==> config.mk <==
export PLATFORM = sky130hd
export DESIGN_NAME = qcl_counter_dynamic_load_down_flat
export DESIGN_NICKNAME = d
export VERILOG_FILES = /design/src/rtl/qcl_counter_pkg.sv /design/src/rtl/qcl_counter_dynamic_load_down_if.sv /design/src/rtl/qcl_counter_dynamic_load_down.sv /design/src/flat_wrapper.sv
export SDC_FILE = /design/constraint.sdc
export NUM_CORES = 1
export LEC_CHECK = 0
export BUFFER_PORTS_ARGS = -buffer_cell sky130_fd_sc_hd__buf_2
export CAP_MARGIN = 20
export CORE_MARGIN = 2
export CORE_UTILIZATION = 29
export CTS_CLUSTER_DIAMETER = 80
export DETAILED_ROUTE_END_ITERATION = 8
export HOLD_SLACK_MARGIN = 0.15
export PLACE_DENSITY = 0.44
export SYNTH_ARGS = -nofsm -noshare
export SYNTH_HDL_FRONTEND = slang
export SYNTH_SLANG_ARGS = --single-unit
==> constraint.sdc <==
create_clock -name clk_i -period 3.36 [get_ports clk_i]
set_clock_uncertainty 0.2 [all_clocks]
set_input_delay 0.336 -clock clk_i [delete_from_list [all_inputs] [get_ports clk_i]]
set_output_delay 0.336 -clock clk_i [all_outputs]
set_load 0.02 [all_outputs]
==> src/rtl/qcl_counter_pkg.sv <==
// Shared types for the QCL counter family.
package qcl_counter_pkg;

    // Counter FSM states; IDLE accepts a new period, RUN counts it down.
    typedef enum logic {
        IDLE = 1'b0,
        RUN  = 1'b1
    } cnt_state_e;

endpackage : qcl_counter_pkg

==> src/rtl/qcl_counter_dynamic_load_down_if.sv <==
// Load/count/status bundle of the loadable down-counter.
// The master side hands over a period and controls counting;
// the slave side is the counter itself.
interface qcl_counter_dynamic_load_down_if #(
    parameter int width_p = 16
);
    logic               load_v_i;
    logic [width_p-1:0] load_limit_i;
    logic               load_ready_o;
    logic               en_i;
    logic               reload_en_i;
    logic               abort_i;
    logic [width_p-1:0] count_o;
    logic               expire_o;
    logic               busy_o;

    modport master (
        output load_v_i,
        output load_limit_i,
        output en_i,
        output reload_en_i,
        output abort_i,
        input  load_ready_o,
        input  count_o,
        input  expire_o,
        input  busy_o
    );

    modport slave (
        input  load_v_i,
        input  load_limit_i,
        input  en_i,
        input  reload_en_i,
        input  abort_i,
        output load_ready_o,
        output count_o,
        output expire_o,
        output busy_o
    );
endinterface : qcl_counter_dynamic_load_down_if

==> src/rtl/qcl_counter_dynamic_load_down.sv <==
// Loadable down-counter/timer. A period accepted on the load port is
// counted down over enabled cycles; expire_o strobes in the final
// enabled cycle. Optional zero-gap auto-reload and an abort that
// cancels a running count. count_o shows remaining count minus one.
module qcl_counter_dynamic_load_down
    import qcl_counter_pkg::*;
#(
    parameter int width_p = 16
) (
    input  logic clk_i,
    input  logic reset_n_i,
    qcl_counter_dynamic_load_down_if.slave bus
);

    localparam logic [width_p-1:0] ONE  = width_p'(1);
    localparam logic [width_p-1:0] ZERO = '0;

    cnt_state_e         state_r, state_n;
    logic [width_p-1:0] count_r, count_n;
    logic [width_p-1:0] limit_r, limit_n;

    logic count_zero;
    logic in_run;
    logic accept;
    logic expire;

    assign in_run     = (state_r == RUN);
    assign count_zero = (count_r == ZERO);

    // Ready only in IDLE and never while reset is held.
    assign bus.load_ready_o = reset_n_i & ~in_run;
    assign accept           = bus.load_v_i & bus.load_ready_o;

    // Final enabled cycle of a run; abort wins over expire.
    assign expire       = in_run & bus.en_i & count_zero & ~bus.abort_i;
    assign bus.expire_o = expire;

    assign bus.count_o = count_r;
    assign bus.busy_o  = in_run;

    // Next-state and datapath: abort > expire > decrement > hold.
    always_comb begin
        state_n = state_r;
        count_n = count_r;
        limit_n = limit_r;
        unique case (state_r)
            IDLE: begin
                // A zero-length period is consumed without starting a run.
                if (accept && (bus.load_limit_i != ZERO)) begin
                    limit_n = bus.load_limit_i;
                    count_n = bus.load_limit_i - ONE;
                    state_n = RUN;
                end
            end
            RUN: begin
                if (bus.abort_i) begin
                    state_n = IDLE;
                    count_n = ZERO;
                end else if (expire) begin
                    if (bus.reload_en_i) begin
                        // limit_r is never zero in RUN, so this cannot wrap.
                        count_n = limit_r - ONE;
                    end else begin
                        state_n = IDLE;
                        count_n = ZERO;
                    end
                end else if (bus.en_i) begin
                    count_n = count_r - ONE;
                end
            end
            default: begin
                state_n = IDLE;
                count_n = ZERO;
            end
        endcase
    end

    // State and datapath registers with synchronous active-low reset.
    always_ff @(posedge clk_i) begin
        if (!reset_n_i) begin
            state_r <= IDLE;
            count_r <= ZERO;
            limit_r <= ZERO;
        end else begin
            state_r <= state_n;
            count_r <= count_n;
            limit_r <= limit_n;
        end
    end

endmodule : qcl_counter_dynamic_load_down

==> src/flat_wrapper.sv <==
// flat-port wrapper written by rule: the top's interface ports become plain ports
module qcl_counter_dynamic_load_down_flat import qcl_counter_pkg::*;
#(
    parameter int width_p = 16
)
  (clk_i, reset_n_i, bus_load_v_i, bus_load_limit_i, bus_en_i, bus_reload_en_i, bus_abort_i, bus_load_ready_o, bus_count_o, bus_expire_o, bus_busy_o);
  qcl_counter_dynamic_load_down_if #(.width_p(width_p)) bus_i ();
  input  logic clk_i;
  input  logic reset_n_i;
  input wire logic [$bits(bus_i.load_v_i)-1:0] bus_load_v_i;
  input wire logic [$bits(bus_i.load_limit_i)-1:0] bus_load_limit_i;
  input wire logic [$bits(bus_i.en_i)-1:0] bus_en_i;
  input wire logic [$bits(bus_i.reload_en_i)-1:0] bus_reload_en_i;
  input wire logic [$bits(bus_i.abort_i)-1:0] bus_abort_i;
  output wire logic [$bits(bus_i.load_ready_o)-1:0] bus_load_ready_o;
  output wire logic [$bits(bus_i.count_o)-1:0] bus_count_o;
  output wire logic [$bits(bus_i.expire_o)-1:0] bus_expire_o;
  output wire logic [$bits(bus_i.busy_o)-1:0] bus_busy_o;
  assign bus_i.load_v_i = bus_load_v_i;
  assign bus_i.load_limit_i = bus_load_limit_i;
  assign bus_i.en_i = bus_en_i;
  assign bus_i.reload_en_i = bus_reload_en_i;
  assign bus_i.abort_i = bus_abort_i;
  assign bus_load_ready_o = bus_i.load_ready_o;
  assign bus_count_o = bus_i.count_o;
  assign bus_expire_o = bus_i.expire_o;
  assign bus_busy_o = bus_i.busy_o;
  qcl_counter_dynamic_load_down #(.width_p(width_p)) u_core (.clk_i(clk_i), .reset_n_i(reset_n_i), .bus(bus_i));
endmodule
==> results.sh, run 1 <==
export IMPL_outcome="finished, final reports clean"
export IMPL_final_setup_viol_count=0
export IMPL_cts_buffers=5
export IMPL_vias=2408
export IMPL_drtAntennaViolNets=0
export IMPL_insertion_delay_ns=0.30
export IMPL_antenna_found_initial=0
export IMPL_globalplace_congestion=0.820
export IMPL_clkSinkCount=33
export IMPL_io_pins=41
export IMPL_fmaxAchievable_mhz=313
export IMPL_tns_ns=0
export IMPL_die_area_sq_um=8780
export IMPL_synthTopCellsByArea="dfxtp_1, nand2_1, xnor2_1"
export IMPL_worst_setup_path_type="input port to register"
export IMPL_area_growth_syn_to_layout_pct=24.4
export IMPL_synth_top_flop_cell="dfxtp_1"
export IMPL_final_hold_viol_count=0
export IMPL_ys_warn_count=0
export IMPL_coreArea_sq_um=7770
export IMPL_drive_gt1_share_pct=18.4
export IMPL_synth_xor_area_share_pct=13.1
export IMPL_synth_mux_area_share_pct=1.71
export IMPL_final_common_cell="nand2_1"
export IMPL_synth_simple_area_share_pct=31.0
export IMPL_synth_cells=315
export IMPL_synth_compound_area_share_pct=18.5
export IMPL_yosys_area_top_type="dfxtp_1"
export IMPL_final_max_slew_violation_count=0
export IMPL_dieHeight_um=93.7
export IMPL_routedWlPerCell_um=15.6
export IMPL_synth_top_area_share_pct=28.3
export IMPL_routed_wirelength_um=7370
export IMPL_ctsRootBufferMaster="clkbuf_8"
export IMPL_crit_path_end_kind="register"
export IMPL_powerDensity_nw_per_um2=433
export IMPL_io_buffers=40
export IMPL_synth_top_family_by_area="simple AND/OR/NAND/NOR gates"
export IMPL_grt_pass1_vias=2343
export IMPL_synthAdderAreaFrac_pct=2.68
export IMPL_synth_seq_cells=33
export IMPL_clkTransAtPathRegs_ns=0.08
export IMPL_synth_fp_nets=342
export IMPL_synth_avg_cell_area_sq_um=7.41
export IMPL_antenna_cells=0
export IMPL_nets=396
export IMPL_holdCritPathClass="input port to register"
export IMPL_grt_pass1_wl_um=12400
export IMPL_rsz0062_at_grt="false"
export IMPL_synth_cell_area_sq_um=2330
export IMPL_cts_buffer_depth=2
export IMPL_finalCritPeriodShare_pct=95.0
export IMPL_layout_common_cells="nand2_1, buf_2, nor2_1"
export IMPL_required_ns=3.38
export IMPL_synth_edf_count=0
export IMPL_die_w_um=93.7
export IMPL_maxCapViolCount=0
export IMPL_critPathLaunchType="input port"
export IMPL_ir_drop_uv=147
export IMPL_place_hpwl_um=5370
export IMPL_ys_seq_area_share_pct=28.3
export IMPL_grt_max_degree=30
export IMPL_min_period_ns=3.19
export IMPL_fillCellCount=835
export IMPL_via_per_inst=5.10
export IMPL_h_tree_depth=2
export IMPL_start_util_pct=30.1
export IMPL_overflow=0
export IMPL_yosysUniqueCellTypes=44
export IMPL_cts_tree="built"
export IMPL_async_flop_share_pct=0
export IMPL_grtUsageTotal_pct=18.0
export IMPL_dr_pass1_iters=4
export IMPL_tightest_slew_ns=0.705
export IMPL_cp_max_fo=10
export IMPL_dr_first_iter_drc_count=126
export IMPL_crit_arrival_ns=3.21
export IMPL_drc=0
export IMPL_post_cts_buffers=0
export IMPL_maxSlewHeadroom_pct=53.0
export IMPL_p_leak_nw=1.22
export IMPL_final_util_pct=37.4
export IMPL_row_count=32
## kinds of logic (layout without fill, tap and decap cells)
| family | after synthesis | in the layout |
|---|---|---|
| compound gates | 65 | 65 |
| fa+ha+maj | 5 | 5 |
| buf+inv | 25 | 80 |
| simple gates | 148 | 148 |
| mux | 4 | 4 |
| flops | 33 | 33 |
| xor+xnor | 35 | 35 |
## registers in the layout, indices dropped and copies added (netlist names)
name                flops
u_core.bus.busy_o       1
u_core.bus.count_o     16
u_core.limit_r         16
## Yosys cell counts (all sizes together), types with 2 or more instances
library cell / instances
nand2: 49
nor2: 34
dfxtp: 33
nand3: 22
xnor2: 19
o21ai: 18
a21oi: 16
xor2: 16
clkbuf: 13
a31oi: 12
nor4: 11
inv: 8
or4: 8
ha: 5
nor3: 5
o22a: 5
buf: 4
mux2i: 4
nor3b: 3
o32ai: 3
or3: 3
a22oi: 2
nand4: 2
nand4b: 2
nor2b: 2
o31a: 2
o41ai: 2
## where the power goes
part	leakage [nW]	total, W	internal [W]	switching, W
clock	0.0542	0.000354	0.000186	0.000168
combinational	0.893	0.000426	0.000185	0.000240
sequential	0.272	0.000478	0.000427	0.0000509
## worst max-delay path, cell delays in order
cell,delay (ns)
dlygate4sd3_1,0.54
buf_2,0.16
or4_4,0.56
or4_4,0.46
o311ai_4,0.39
and2_2,0.32
buf_4,0.20
nor4_1,0.07
nor3_1,0.17
## layout make-up
class | count | area, sq um | area share (%)
clock inverter | 1 | 5.00 | 0.172
clock buffer | 7 | 96.3 | 3.32
sequential | 33 | 661 | 22.7
multi-input combinational | 257 | 1570 | 54.0
inverter | 8 | 30.0 | 1.03
tap | 102 | 128 | 4.39
timing repair buffer | 64 | 415 | 14.3
## through the flow
step | area, sq um | hold slack [ns] | cells | power (W) | setup WS (ns)
floorplan | 2330 | 0.235 | 315 | 0.000765 | 0.704
global placement | 2660 | 0.268 | 450 | 0.000901 | 0.419
detailed placement | 2660 | 0.268 | 450 | 0.000899 | 0.355
CTS | 2900 | 0.184 | 472 | 0.00127 | 0.119
global route | 2910 | 0.218 | 472 | 0.00134 | 0.00932
finish | 2910 | 0.177 | 472 | 0.00126 | 0.168
## timing repair
action,in CTS,in global routing
resized for setup,0,2
hold buffers,14,0
endpoints found under the hold margin,14,0
endpoints found under the setup margin,0,8
## path summary, 6_finish.rpt
path | start | to | slack, ns | depth (start not counted)
worst max register to register | u_core.bus.count_o[7]$_SDFFE_PN0P_ | u_core.bus.count_o[4]$_SDFFE_PN0P_ | 0.68 | 7
worst min register to register | u_core.limit_r[15]$_SDFFE_PN0P_ | u_core.limit_r[15]$_SDFFE_PN0P_ | 0.28 | 2
worst min-delay path | reset_n_i | u_core.bus.count_o[6]$_SDFFE_PN0P_ | 0.18 | 3
worst max-delay path | bus_load_limit_i[8] | u_core.bus.count_o[8]$_SDFFE_PN0P_ | 0.17 | 9
## per-layer routing
metal	GRT usage [%]	wire, um
met1	25.5	3700
met2	27.6	3160
met3	3.29	359
met4	5.43	142
met5	0	0
No activity file was read; power rests on OpenSTA's default activity.
==> inputs of run 2 (changes only) <==
- ABC_AREA: not set -> 1
- PLACE_DENSITY: 0.44 -> 0.43
==> run 2 against run 1 <==
Wire length rose by 39%. Cell area rose by 14%. Synthesized cell count rose by 59%. Area after synthesis rose by 25%. Critical path depth fell by 2. Core utilization fell by 3.5 points. Register-to-register slack improved by 0.39 ns. Die area rose by 24%. Total power rose by 12%. Via count rose by 34%. Fmax rose by 27%. Critical endpoint is now bus_expire_o. Highest routed layer unchanged.
==> results.sh, run 2 <==
export IMPL_nets=563
export IMPL_crit_arrival_ns=1.97
export IMPL_h_tree_depth=2
export IMPL_synth_seq_cells=33
export IMPL_cp_max_fo=15
export IMPL_cts_tree="built"
export IMPL_grt_pass1_wl_um=16800
export IMPL_drc=0
export IMPL_worstSetupPathDepth=7
export IMPL_tightest_slew_ns=0.388
export IMPL_required_ns=2.82
export IMPL_yosys_area_top_type="dfxtp_1"
export IMPL_synth_top_flop_cell="dfxtp_1"
export IMPL_met3_length_um=353
export IMPL_highest_layer="met4"
export IMPL_synth_most_common_cell="nand2_1"
export IMPL_io_buffers=40
export IMPL_synth_avg_cell_area_sq_um=5.81
export IMPL_synth_edf_count=0
export IMPL_r2r_end="u_core.bus.count_o[11]$_SDFFE_PN0P_"
export IMPL_place_hpwl_um=7970
export IMPL_fmaxAchievable_mhz=399
export IMPL_rsz0062_at_grt="false"
export IMPL_final_max_slew_violation_count=0
export IMPL_worstPathCellList="inv_4 -> nor2_8 -> inv_2 -> nor2_4 -> nand3_4 -> inv_1 -> buf_2"
export IMPL_insertion_delay_ns=0.29
export IMPL_cp_top_family="buffers and inverters"
export IMPL_min_period_ns=2.50
export IMPL_layout_common_cells="nand2_1, nand3_1, nor2_1"
export IMPL_clkSinkCount=33
export IMPL_cts_buffers=5
export IMPL_synth_cells=501
export IMPL_post_cts_buffers=0
export IMPL_clkTransAtPathRegs_ns=0.09
export IMPL_totalPowerFinal_w=0.00141
export IMPL_maxCapViolCount=0
export IMPL_vias=3230
export IMPL_dpl_worst_slack_ns=0.909
export IMPL_powerDensity_nw_per_um2=427
export IMPL_cts_buffer_depth=2
export IMPL_coreArea_sq_um=9770
export IMPL_synth_commonest_cells="nand2_1, nand3_1, nor2_1"
export IMPL_synth_fp_nets=528
export IMPL_synthAdderAreaFrac_pct=2.15
export IMPL_synth_compound_area_share_pct=14.2
export IMPL_yosysUniqueCellTypes=31
export IMPL_synth_xor_area_share_pct=2.11
export IMPL_die_area_sq_um=10900
export IMPL_drtAntennaViolNets=0
export IMPL_globalplace_congestion=0.811
export IMPL_stdcell_area_sq_um=3310
export IMPL_antenna_cells=0
export IMPL_reg2reg_from="u_core.bus.busy_o$_SDFF_PN0_"
export IMPL_synth_simple_area_share_pct=46.5
export IMPL_io_pins=41
export IMPL_antenna_found_initial=0
export IMPL_final_util_pct=33.9
export IMPL_tns_ns=0
export IMPL_ir_drop_uv=166
export IMPL_die_w_um=104
export IMPL_register_area_sq_um=661
export IMPL_fillCellCount=1157
export IMPL_synth_cell_area_sq_um=2910
export IMPL_rr_worst_depth=7
export IMPL_overflow=0
export IMPL_min_delay_path_depth=3
export IMPL_rrSetupSlack_ns=1.07
export IMPL_final_setup_viol_count=0
export IMPL_ys_warn_count=0
export IMPL_routed_wirelength_um=10200
export IMPL_dieHeight_um=104
export IMPL_grtUsageTotal_pct=19.3
export IMPL_routedWlPerCell_um=15.2
export IMPL_finalCritPeriodShare_pct=74.5
export IMPL_start_util_pct=29.8
export IMPL_holdCritPathClass="input port to register"
export IMPL_synth_mux_area_share_pct=0
export IMPL_final_common_cell="nand2_1"
export IMPL_setup_slack_ns=0.857
export IMPL_dr_wl_met2_um=4730
export IMPL_synth_top_family_by_area="simple AND/OR/NAND/NOR gates"
export IMPL_synthTopCellsByArea="dfxtp_1, nand2_1, nand3_1"
export IMPL_grt_pass1_vias=3069
export IMPL_ys_seq_area_share_pct=22.7
export IMPL_dr_pass1_iters=4
export IMPL_dr_first_iter_drc_count=176
export IMPL_outcome="finished, final reports clean"
export IMPL_via_per_inst=4.82
export IMPL_worst_setup_path_type="register to output port"
export IMPL_row_count=36
export IMPL_endpoint="bus_expire_o"
export IMPL_area_growth_syn_to_layout_pct=13.7
export IMPL_timing_critical_path_buf_inv=4
export IMPL_final_hold_viol_count=0
export IMPL_async_flop_share_pct=0
export IMPL_cp_startpoint="u_core.bus.busy_o$_SDFF_PN0_"
export IMPL_placed_area_sq_um=3180
export IMPL_p_leak_nw=1.63
export IMPL_ctsRootBufferMaster="clkbuf_8"
export IMPL_multi_input_area_sq_um=1890
export IMPL_crit_path_end_kind="output port"
export IMPL_drive_gt1_share_pct=16.4
export IMPL_grt_max_degree=35
export IMPL_cp_slowest_cell="dfxtp_1"
export IMPL_critPathLaunchType="register"
export IMPL_synth_top_area_share_pct=22.7
export IMPL_drt_met1_wl_um=5020
export IMPL_maxSlewHeadroom_pct=74.1
export IMPL_slowest_delay_ns=0.55
## run 2: final cells by class
type	instances	area share [%]
tap	133	5.03
multi-input combinational	386	57.2
clock buffer	5	2.08
timing repair buffer	42	6.58
sequential	33	20.0
clock inverter	3	1.40
inverter	68	7.79
## run 2: worst reg2reg max path: cells and delay by family (launching register included)
family	cells	cell delay (ns)
AOI/OAI and AO/OA	1	0.11
buffers and inverters	2	0.38
DFF	1	0.43
and+or+nand+nor	4	1.06
## run 2: worst min-delay path by stage
stage	from	end	slack [ns]
2_1_floorplan	u_core.limit_r[1]$_SDFFE_PN0P_	u_core.limit_r[1]$_SDFFE_PN0P_	0.25
5_1_grt	bus_load_limit_i[10]	u_core.limit_r[10]$_SDFFE_PN0P_	0.18
3_3_place_gp	u_core.limit_r[1]$_SDFFE_PN0P_	u_core.limit_r[1]$_SDFFE_PN0P_	0.27
6_report	bus_load_limit_i[7]	u_core.limit_r[7]$_SDFFE_PN0P_	0.16
3_5_place_dp	u_core.limit_r[1]$_SDFFE_PN0P_	u_core.limit_r[1]$_SDFFE_PN0P_	0.28
4_1_cts	bus_load_limit_i[7]	u_core.limit_r[7]$_SDFFE_PN0P_	0.16
## run 2: repair_timing
| item | in CTS | in global routing |
|---|---|---|
| endpoints found under the hold margin | 1 | 0 |
| setup endpoints to repair | 0 | 0 |
| resized for setup | 0 | 0 |
| hold buffers | 1 | 0 |
## run 2: report_power, final
part,internal [W],switching (W),leakage [nW]
logic,0.000170,0.000354,1.30
registers,0.000428,0.0000585,0.273
clock network,0.000222,0.000181,0.0543
total,0.000820,0.000593,1.63
## run 2: logic make-up (layout without fill, tap and decap cells)
group                      Yosys count  in the layout
adders and majority gates            5              5
AOI/OAI and AO/OA                   80             80
buffers and inverters               82            118
and+or+nand+nor                    294            294
xor gates and xnor gates             7              7
DFF                                 33             33
## run 2: through the flow
stage | hold slack (ns) | instances
4_1_cts | 0.161 | 670
3_5_place_dp | 0.278 | 661
3_3_place_gp | 0.267 | 661
6_report | 0.156 | 670
5_1_grt | 0.177 | 670
2_1_floorplan | 0.253 | 501
## run 2: metal layers
layer  vias to the layer above  GRT usage, %
met2                        50          31.9
met3                         7          2.19
li1                       1666             -
met1                      1507          27.3
met5                         -             0
met4                         0          3.28
